--- src/rtl/alu_pkg.sv ---
`default_nettype none
// ============================================================================
//  Module      : alu_pkg
//  Description : Shared definitions for the small-footprint ALU arithmetic path:
//                FSM state encoding of the serial adder, op-select constants,
//                and the default operand width.
//  Revision    : 1.0 - initial release
// ============================================================================
package alu_pkg;

    // Default operand/result width of the serial adder
    localparam int ALU_DEFAULT_WIDTH = 8;

    // Operation select carried on i_sub
    localparam logic OP_ADD = 1'b0;
    localparam logic OP_SUB = 1'b1;

    // Serial adder sequencer states
    typedef enum logic [1:0] {
        IDLE = 2'd0,
        BUSY = 2'd1,
        DONE = 2'd2
    } state_e;

endpackage : alu_pkg
`default_nettype wire

--- src/rtl/serial_fa_slice.sv ---
`default_nettype none
// ============================================================================
//  Module      : serial_fa_slice
//  Description : Purely combinational 1-bit full adder. Holds no state, so the
//                parent owns the carry register and the slice stays reusable.
//  Ports       : a_i, b_i, cin_i -> addend bits and carry-in
//                s_o             -> sum bit
//                cout_o          -> carry-out (majority of the three inputs)
//  Revision    : 1.0 - initial release
// ============================================================================
module serial_fa_slice (
    input  logic a_i,
    input  logic b_i,
    input  logic cin_i,
    output logic s_o,
    output logic cout_o
);

    assign s_o    = a_i ^ b_i ^ cin_i;
    assign cout_o = (a_i & b_i) | (a_i & cin_i) | (b_i & cin_i);

endmodule : serial_fa_slice
`default_nettype wire

--- src/rtl/serial_adder.sv ---
`default_nettype none
// ============================================================================
//  Module      : serial_adder
//  Description : Bit-serial WIDTH-bit add/subtract sequencer. Operands are
//                accepted over a valid/ready handshake, walked LSB-first through
//                one full-adder slice with a registered carry, and the assembled
//                sum plus carry/overflow/zero flags are presented over a second
//                valid/ready handshake. Latency is WIDTH cycles of BUSY.
//  Ports       : i_clk, i_reset_n    clock, synchronous active-low reset
//                i_valid / o_ready   operand handshake (ready only in IDLE)
//                i_a, i_b, i_sub     operands, 0 = A+B, 1 = A-B
//                i_carry             carry-in (only with SERIAL_ADDER_CARRY_IN_EN)
//                o_valid / i_ready   result handshake
//                o_sum, o_carry, o_overflow, o_zero   registered result/flags
//  Config      : `define SERIAL_ADDER_CARRY_IN_EN adds i_carry; initial carry
//                becomes i_carry ^ i_sub (ADC/SBC chaining).
//  Revision    : 1.0 - initial release
// ============================================================================
module serial_adder
    import alu_pkg::*;
#(
    parameter int WIDTH = ALU_DEFAULT_WIDTH
) (
    input  logic             i_clk,
    input  logic             i_reset_n,
    input  logic             i_valid,
    output logic             o_ready,
    input  logic [WIDTH-1:0] i_a,
    input  logic [WIDTH-1:0] i_b,
    input  logic             i_sub,
`ifdef SERIAL_ADDER_CARRY_IN_EN
    input  logic             i_carry,
`endif
    output logic             o_valid,
    input  logic             i_ready,
    output logic [WIDTH-1:0] o_sum,
    output logic             o_carry,
    output logic             o_overflow,
    output logic             o_zero
);

    localparam int             CNT_W    = $clog2(WIDTH);
    localparam logic [CNT_W-1:0] CNT_LAST = CNT_W'(WIDTH - 1);

    state_e             state_q, state_d;
    logic [WIDTH-1:0]   a_q, a_d;
    logic [WIDTH-1:0]   b_q, b_d;
    logic [WIDTH-1:0]   res_q, res_d;
    logic [CNT_W-1:0]   cnt_q, cnt_d;
    logic               carry_q, carry_d;
    logic [WIDTH-1:0]   sum_q, sum_d;
    logic               cout_q, cout_d;
    logic               ovf_q, ovf_d;
    logic               zero_q, zero_d;

    logic               fa_s;
    logic               fa_cout;
    logic               cin0;
    logic               do_sub;
    logic [WIDTH-1:0]   res_next;

    assign do_sub = (i_sub == OP_SUB);

`ifdef SERIAL_ADDER_CARRY_IN_EN
    // In SBC mode i_carry = 1 means "no borrow-in", hence the XOR.
    assign cin0 = i_carry ^ do_sub;
`else
    assign cin0 = do_sub;
`endif

    serial_fa_slice u_fa (
        .a_i    (a_q[0]),
        .b_i    (b_q[0]),
        .cin_i  (carry_q),
        .s_o    (fa_s),
        .cout_o (fa_cout)
    );

    // Sum bits enter at the MSB and walk right, so after WIDTH steps bit 0
    // of the result lines up with bit 0 of the operands.
    assign res_next = {fa_s, res_q[WIDTH-1:1]};

    // Ready is gated by reset so it reads low for the whole reset assertion.
    assign o_ready    = (state_q == IDLE) && i_reset_n;
    assign o_valid    = (state_q == DONE);
    assign o_sum      = sum_q;
    assign o_carry    = cout_q;
    assign o_overflow = ovf_q;
    assign o_zero     = zero_q;

    always_comb begin
        state_d = state_q;
        a_d     = a_q;
        b_d     = b_q;
        res_d   = res_q;
        cnt_d   = cnt_q;
        carry_d = carry_q;
        sum_d   = sum_q;
        cout_d  = cout_q;
        ovf_d   = ovf_q;
        zero_d  = zero_q;

        case (state_q)
            IDLE: begin
                if (i_valid && o_ready) begin
                    a_d     = i_a;
                    b_d     = i_b ^ {WIDTH{do_sub}};
                    carry_d = cin0;
                    cnt_d   = '0;
                    res_d   = '0;
                    state_d = BUSY;
                end
            end

            BUSY: begin
                a_d     = a_q >> 1;
                b_d     = b_q >> 1;
                res_d   = res_next;
                carry_d = fa_cout;
                cnt_d   = cnt_q + CNT_W'(1);
                if (cnt_q == CNT_LAST) begin
                    // carry_q here is the carry into the MSB, fa_cout the carry out.
                    sum_d   = res_next;
                    cout_d  = fa_cout;
                    ovf_d   = carry_q ^ fa_cout;
                    zero_d  = (res_next == '0);
                    state_d = DONE;
                end
            end

            DONE: begin
                if (i_ready) begin
                    state_d = IDLE;
                end
            end

            default: begin
                state_d = IDLE;
            end
        endcase
    end

    always_ff @(posedge i_clk) begin
        if (!i_reset_n) begin
            state_q <= IDLE;
            a_q     <= '0;
            b_q     <= '0;
            res_q   <= '0;
            cnt_q   <= '0;
            carry_q <= 1'b0;
            sum_q   <= '0;
            cout_q  <= 1'b0;
            ovf_q   <= 1'b0;
            zero_q  <= 1'b0;
        end else begin
            state_q <= state_d;
            a_q     <= a_d;
            b_q     <= b_d;
            res_q   <= res_d;
            cnt_q   <= cnt_d;
            carry_q <= carry_d;
            sum_q   <= sum_d;
            cout_q  <= cout_d;
            ovf_q   <= ovf_d;
            zero_q  <= zero_d;
        end
    end

endmodule : serial_adder
`default_nettype wire

--- config.mk ---
export PLATFORM = sky130hd
export DESIGN_NAME = serial_adder
export DESIGN_NICKNAME = d
export VERILOG_FILES = /design/src/rtl/alu_pkg.sv /design/src/rtl/serial_fa_slice.sv /design/src/rtl/serial_adder.sv
export SDC_FILE = /design/constraint.sdc
export NUM_CORES = 1
export LEC_CHECK = 0
export ABC_AREA = 1
export BUFFER_PORTS_ARGS = -buffer_cell sky130_fd_sc_hd__buf_2
export CAP_MARGIN = 20
export CORE_ASPECT_RATIO = 0.7
export CORE_UTILIZATION = 47
export DETAILED_ROUTE_END_ITERATION = 16
export PLACE_DENSITY = 0.69
export REMOVE_ABC_BUFFERS = 1
export SLEW_MARGIN = 10
export SYNTH_ARGS = -nofsm -noshare
export SYNTH_HDL_FRONTEND = slang
export SYNTH_SLANG_ARGS = --single-unit
export TNS_END_PERCENT = 50
--- constraint.sdc ---
create_clock -name i_clk -period 1.7 [get_ports i_clk]
set_clock_uncertainty 0.1 [all_clocks]
set_input_delay 0.255 -clock i_clk [delete_from_list [all_inputs] [get_ports i_clk]]
set_output_delay 0.255 -clock i_clk [all_outputs]
set_load 0.01 [all_outputs]
==> flow_metrics.env, run 1 <==
export IMPL_diodes=0
export IMPL_ctsRootBufferMaster="clkbuf_8"
export IMPL_timing_final_crit_share=0.900
export IMPL_ys_ff_latch=40
export IMPL_antenna_violations_before_repair=0
export IMPL_synth_top_cell_area_share=0.435
export IMPL_clock_tree_htree_level_count=2
export IMPL_iteration_count_of_the_initial_detailed_routing_pass=4
export IMPL_grt_util_met3=0.0483
export IMPL_dp_hpwl_mm=2.68
export IMPL_design_die_area_sq_um=4170
export IMPL_clockBufferDepth=2
export IMPL_setup_viol=0
export IMPL_fillers=371
export IMPL_family_with_the_most_delay_on_the_worst_path="simple AND/OR/NAND/NOR gates"
export IMPL_ys_warnings_count=0
export IMPL_final_setup_worst_slack_ns=0.170
export IMPL_worstPathBufferInverterCount=2
export IMPL_layout_commonest_cell="nand2_1"
export IMPL_drc=0
export IMPL_floorplan_initialDensity=0.507
export IMPL_postCtsResizedCells=0
export IMPL_post_synth_inst_count=259
export IMPL_drtIter0Drc=99
export IMPL_finish_net_count=316
export IMPL_clock_sinks=40
export IMPL_crit_fanout=14
export IMPL_area_taken_by_multi_input_logic_gates_sq_um=886
export IMPL_synth_top_cells_by_area="dfxtp_1 44%, nand2_1 18%, a21oi_1 8.4%, nand3_1 6.8%, nor2_1 4.9%"
export IMPL_clk_latency_ns=0.29
export IMPL_cp_start_kind="flop"
export IMPL_synthDominantAreaCellType="dfxtp_1"
export IMPL_postCtsHoldBufs=0
export IMPL_final_wirelength_mm=4.00
export IMPL_highest_attainable_clock_frequency_mhz=654
export IMPL_pwr_density_cell_nw_per_um2=889
export IMPL_reg_clk_slew_reported_paths_ns=0.07
export IMPL_cts_tree="built"
export IMPL_routed_via_count=1663
export IMPL_via_to_cell_ratio=4.86
export IMPL_layout_drive_gt1_share=0.188
export IMPL_drt_antenna_violating_nets=0
export IMPL_area_growth_syn_to_layout_pct=13.9
export IMPL_io_pins=34
export IMPL_cts_buffers_inserted=5
export IMPL_postCtsSetupBuffers=0
export IMPL_dp_slack_ns=0.193
export IMPL_slew_hr=0.811
export IMPL_grt_use_met2=0.335
export IMPL_worst_r2r_setup_slack_ns=0.17
export IMPL_grt_setup_unrepaired="no"
export IMPL_final_max_slew_viol_count=0
export IMPL_whs_ns=0.124
export IMPL_groute_usage_overall=0.208
export IMPL_die_width_microns=76.8
export IMPL_mostFrequentLayoutCells="86 x nand2_1, 40 x dfxtp_1, 33 x buf_2"
export IMPL_portion_of_the_post_synthesis_area_used_by_sequential_elements=0.435
export IMPL_run_status="completed"
export IMPL_grt_first_pass_wirelength_mm=6.62
export IMPL_yosysUniqueCellTypes=26
export IMPL_synth_area_per_cell_sq_um=7.10
export IMPL_grt_remaining_overflow=0
export IMPL_utilization=0.578
export IMPL_seqCellArea_sq_um=801
export IMPL_final_hold_viol_count=0
export IMPL_largest_net_degree_at_the_start_of_global_routing=28
export IMPL_timing_hold_worst_class="input pin to flop"
export IMPL_power_leakage_nw=0.959
export IMPL_die_height_microns=54.3
export IMPL_global_route_usage_met1=0.279
export IMPL_max_vdd_ir_drop_mv=0.444
export IMPL_worst_endpoint_arrival_ns=1.62
export IMPL_final_setup_tns_ns=0
export IMPL_crit_path_max_incr_delay_ns=0.36
export IMPL_tightestPinTransition_ns=0.284
export IMPL_required_ns=1.79
export IMPL_port_buffers=33
export IMPL_timing_worst_setup_path_type="flop to flop"
export IMPL_finalWeightedCongestion=0.732
export IMPL_globalRoute_busiestLayer="met2"
export IMPL_crit_chain="ha_1 -> ha_1 -> inv_1 -> nor2_4 -> inv_2 -> nor2_1 -> nor2_1"
export IMPL_wl_per_cell_microns=11.7
export IMPL_crit_path_end_kind="flop"
export IMPL_std_cell_rows=18
export IMPL_timing_critical_path_slowest_stage_cell="dfxtp_1"
export IMPL_first_global_vias=1485
export IMPL_cap_viol_max_count=0
export IMPL_layout_min_cycle_time_ns=1.53
export IMPL_synth_area_sq_um=1840
export IMPL_fp_coreArea_sq_um=3630
-- layer usage --
metal | wire (microns) | up-vias
li1 | - | 897
met1 | 2130 | 726
met2 | 1640 | 35
met3 | 193 | 5
met4 | 38 | 0
met5 | 0 | -
-- path summary, 6_finish.rpt --
| check | from | to | cells past startpoint |
|---|---|---|---|
| max | cnt_q[0]$_SDFFE_PN0P_ | o_sum[0]$_SDFFE_PN0P_ | 7 |
| min | i_ready | state_q[1]$_SDFFE_PN0P_ | 4 |
| max reg2reg | cnt_q[0]$_SDFFE_PN0P_ | o_sum[0]$_SDFFE_PN0P_ | 7 |
| min reg2reg | o_sum[1]$_SDFFE_PN0P_ | o_sum[1]$_SDFFE_PN0P_ | 2 |
-- sequential cells by signal, indices dropped and copies added, names as in the netlist --
register	flops
o_overflow	1
res_q	7
cnt_q	3
o_carry	1
o_sum	8
a_q	8
b_q	8
o_zero	1
state_q	2
carry_q	1
-- through the flow --
stage | total power (W) | area, sq um | std cells
6_report | 0.00186 | 2100 | 342
5_1_grt | 0.00194 | 2100 | 342
4_1_cts | 0.00187 | 2100 | 342
3_5_place_dp | 0.00129 | 2020 | 335
3_3_place_gp | 0.00128 | 2020 | 335
2_1_floorplan | 0.00119 | 1750 | 246
-- cell type report --
type / count / area share
clock inverter: 1 / 0.00239
clock buffer: 6 / 0.0346
multi-input combinational: 191 / 0.423
tap: 50 / 0.0299
timing repair buffer: 39 / 0.100
inverter: 15 / 0.0281
sequential: 40 / 0.382
-- power breakdown --
| part | total (W) | internal, W | switching, W |
|---|---|---|---|
| sequential | 0.00101 | 0.000979 | 0.0000270 |
| clock | 0.000596 | 0.000279 | 0.000317 |
| combinational | 0.000261 | 0.0000988 | 0.000163 |
| total | 0.00186 | 0.00136 | 0.000506 |
-- Yosys cell counts (all sizes together) --
cell,n
nor2,25
nand2,89
xor2,1
a21oi,31
clkbuf,2
inv,15
dfxtp,40
ha,2
fa,1
buf,11
xnor2,1
nand4,1
nand3,26
nor3,1
o21ai,13
-- tightest hold or removal path, stage by stage --
cell	delay [ns]
buf_2	0.07
inv_1	0.03
nand2_1	0.06
a21oi_1	0.06
-- cell families after synthesis --
group | after synthesis | synth area share
AOI/OAI and AO/OA | 44 | 0.122
xor gates and xnor gates | 2 | 0.00953
adders and majority gates | 3 | 0.0245
buffers and inverters | 28 | 0.0830
DFF | 40 | 0.435
and+or+nand+nor | 142 | 0.326
(Power assumes the default switching activity.)
==> run 2, diff against run 1 <==
--- a/config.mk
+++ b/config.mk
@@ -10,6 +10,7 @@
 export CAP_MARGIN = 20
 export CORE_ASPECT_RATIO = 0.7
 export CORE_UTILIZATION = 47
+export CTS_BUF_LIST = sky130_fd_sc_hd__clkbuf_8
 export DETAILED_ROUTE_END_ITERATION = 16
 export PLACE_DENSITY = 0.69
 export REMOVE_ABC_BUFFERS = 1
==> run 2 against run 1 <==
First-iteration DRC count down 2.0%; global-route usage unchanged; fmax fell by 0.12%; worst hold slack barely moved; critical path type unchanged; critical endpoint unchanged; largest power group unchanged.
==> flow_metrics.env, run 2 (synthesized netlist as in run 1, its figures left out) <==
export IMPL_post_dp_cell_area_sq_um=2020
export IMPL_area_growth_syn_to_layout_pct=13.9
export IMPL_dp_hpwl_mm=2.68
export IMPL_run_status="completed"
export IMPL_timing_hold_worst_class="input pin to flop"
export IMPL_finish_instance_area_sq_um=2100
export IMPL_design_die_area_sq_um=4170
export IMPL_power_leakage_nw=0.963
export IMPL_largest_net_degree_at_the_start_of_global_routing=28
export IMPL_layout_drive_gt1_share=0.188
export IMPL_finalWeightedCongestion=0.732
export IMPL_cts_buffers_inserted=5
export IMPL_drt_antenna_violating_nets=0
export IMPL_clock_sinks=40
export IMPL_floorplan_initialDensity=0.507
export IMPL_final_max_slew_viol_count=0
export IMPL_groute_usage_overall=0.208
export IMPL_timing_final_crit_share=0.901
export IMPL_clock_tree_htree_level_count=2
export IMPL_clk_latency_ns=0.29
export IMPL_layout_commonest_cell="nand2_1"
export IMPL_utilization=0.578
export IMPL_cap_viol_max_count=0
export IMPL_diodes=0
export IMPL_slew_hr=0.808
export IMPL_first_global_vias=1485
export IMPL_die_height_microns=54.3
export IMPL_highest_attainable_clock_frequency_mhz=653
export IMPL_die_width_microns=76.8
export IMPL_fp_coreArea_sq_um=3630
export IMPL_grt_first_pass_wirelength_mm=6.62
export IMPL_crit_fanout=14
export IMPL_postCtsResizedCells=0
export IMPL_cp_start_kind="flop"
export IMPL_max_vdd_ir_drop_mv=0.444
export IMPL_postCtsSetupBuffers=0
export IMPL_setup_viol=0
export IMPL_grt_remaining_overflow=0
export IMPL_antenna_violations_before_repair=0
export IMPL_reg_clk_slew_reported_paths_ns=0.07
export IMPL_final_wirelength_mm=4.00
export IMPL_via_to_cell_ratio=4.86
export IMPL_io_pins=34
export IMPL_tightestPinTransition_ns=0.287
export IMPL_worst_endpoint_arrival_ns=1.62
export IMPL_ctsRootBufferMaster="clkbuf_8"
export IMPL_routed_via_count=1661
export IMPL_iteration_count_of_the_initial_detailed_routing_pass=4
export IMPL_postCtsHoldBufs=0
export IMPL_wl_per_cell_microns=11.7
export IMPL_pwr_density_cell_nw_per_um2=886
export IMPL_required_ns=1.79
export IMPL_finish_net_count=316
export IMPL_timing_worst_setup_path_type="flop to flop"
export IMPL_final_hold_viol_count=0
export IMPL_total_power_w=0.00186
export IMPL_clockBufferDepth=2
export IMPL_layout_min_cycle_time_ns=1.53
export IMPL_mostFrequentLayoutCells="86 x nand2_1, 40 x dfxtp_1, 33 x buf_2"
export IMPL_drc=0
export IMPL_drtIter0Drc=97
export IMPL_port_buffers=33
export IMPL_cts_tree="built"
export IMPL_crit_path_end_kind="flop"
export IMPL_std_cell_rows=18
export IMPL_grt_setup_unrepaired="no"
export IMPL_final_setup_tns_ns=0
-- run 2: cell type report --
type                    count  area [sq um]
flip-flops and latches     40           801
clock buffers               5          68.8
multi-input cells         191           886
repair buffers             39           210
inverters                  15          58.8
well taps                  50          62.6
fillers                   371          1530
clock inverters             2          8.76
-- run 2: report_power, final --
part / internal [W] / switching (W)
combinational: 0.0000988 / 0.000163
clock: 0.000273 / 0.000317
sequential: 0.000979 / 0.0000268
total: 0.00135 / 0.000507
-- run 2: through the flow --
step           hold slack, ns  worst slack, ns  cells
3_3_place_gp            0.344            0.262    335
2_1_floorplan           0.291            0.211    246
4_1_cts                 0.124            0.183    342
6_report                0.124            0.168    342
5_1_grt                 0.156           0.0285    342
3_5_place_dp            0.349            0.193    335
-- run 2: final timing paths --
path                               from                 endpoint  slack, ns  cells after the start
setup / recovery  cnt_q[0]$_SDFFE_PN0P_    o_sum[0]$_SDFFE_PN0P_       0.17                      7
hold / removal                  i_ready  state_q[1]$_SDFFE_PN0P_       0.12                      4
setup reg to reg  cnt_q[0]$_SDFFE_PN0P_    o_sum[0]$_SDFFE_PN0P_       0.17                      7
hold reg to reg   o_sum[1]$_SDFFE_PN0P_    o_sum[1]$_SDFFE_PN0P_       0.36                      2
-- run 2: critical path: stages (launching register included) --
cell,delay (ns)
dfxtp_1,0.36
ha_1,0.16
ha_1,0.14
inv_1,0.07
nor2_4,0.27
inv_2,0.16
nor2_1,0.11
nor2_1,0.05
-- run 2: layer usage --
metal	GRT usage	share of wire
met1	0.279	0.53
met2	0.335	0.41
met3	0.0483	0.052
met4	0.0705	0.0095
met5	0	0
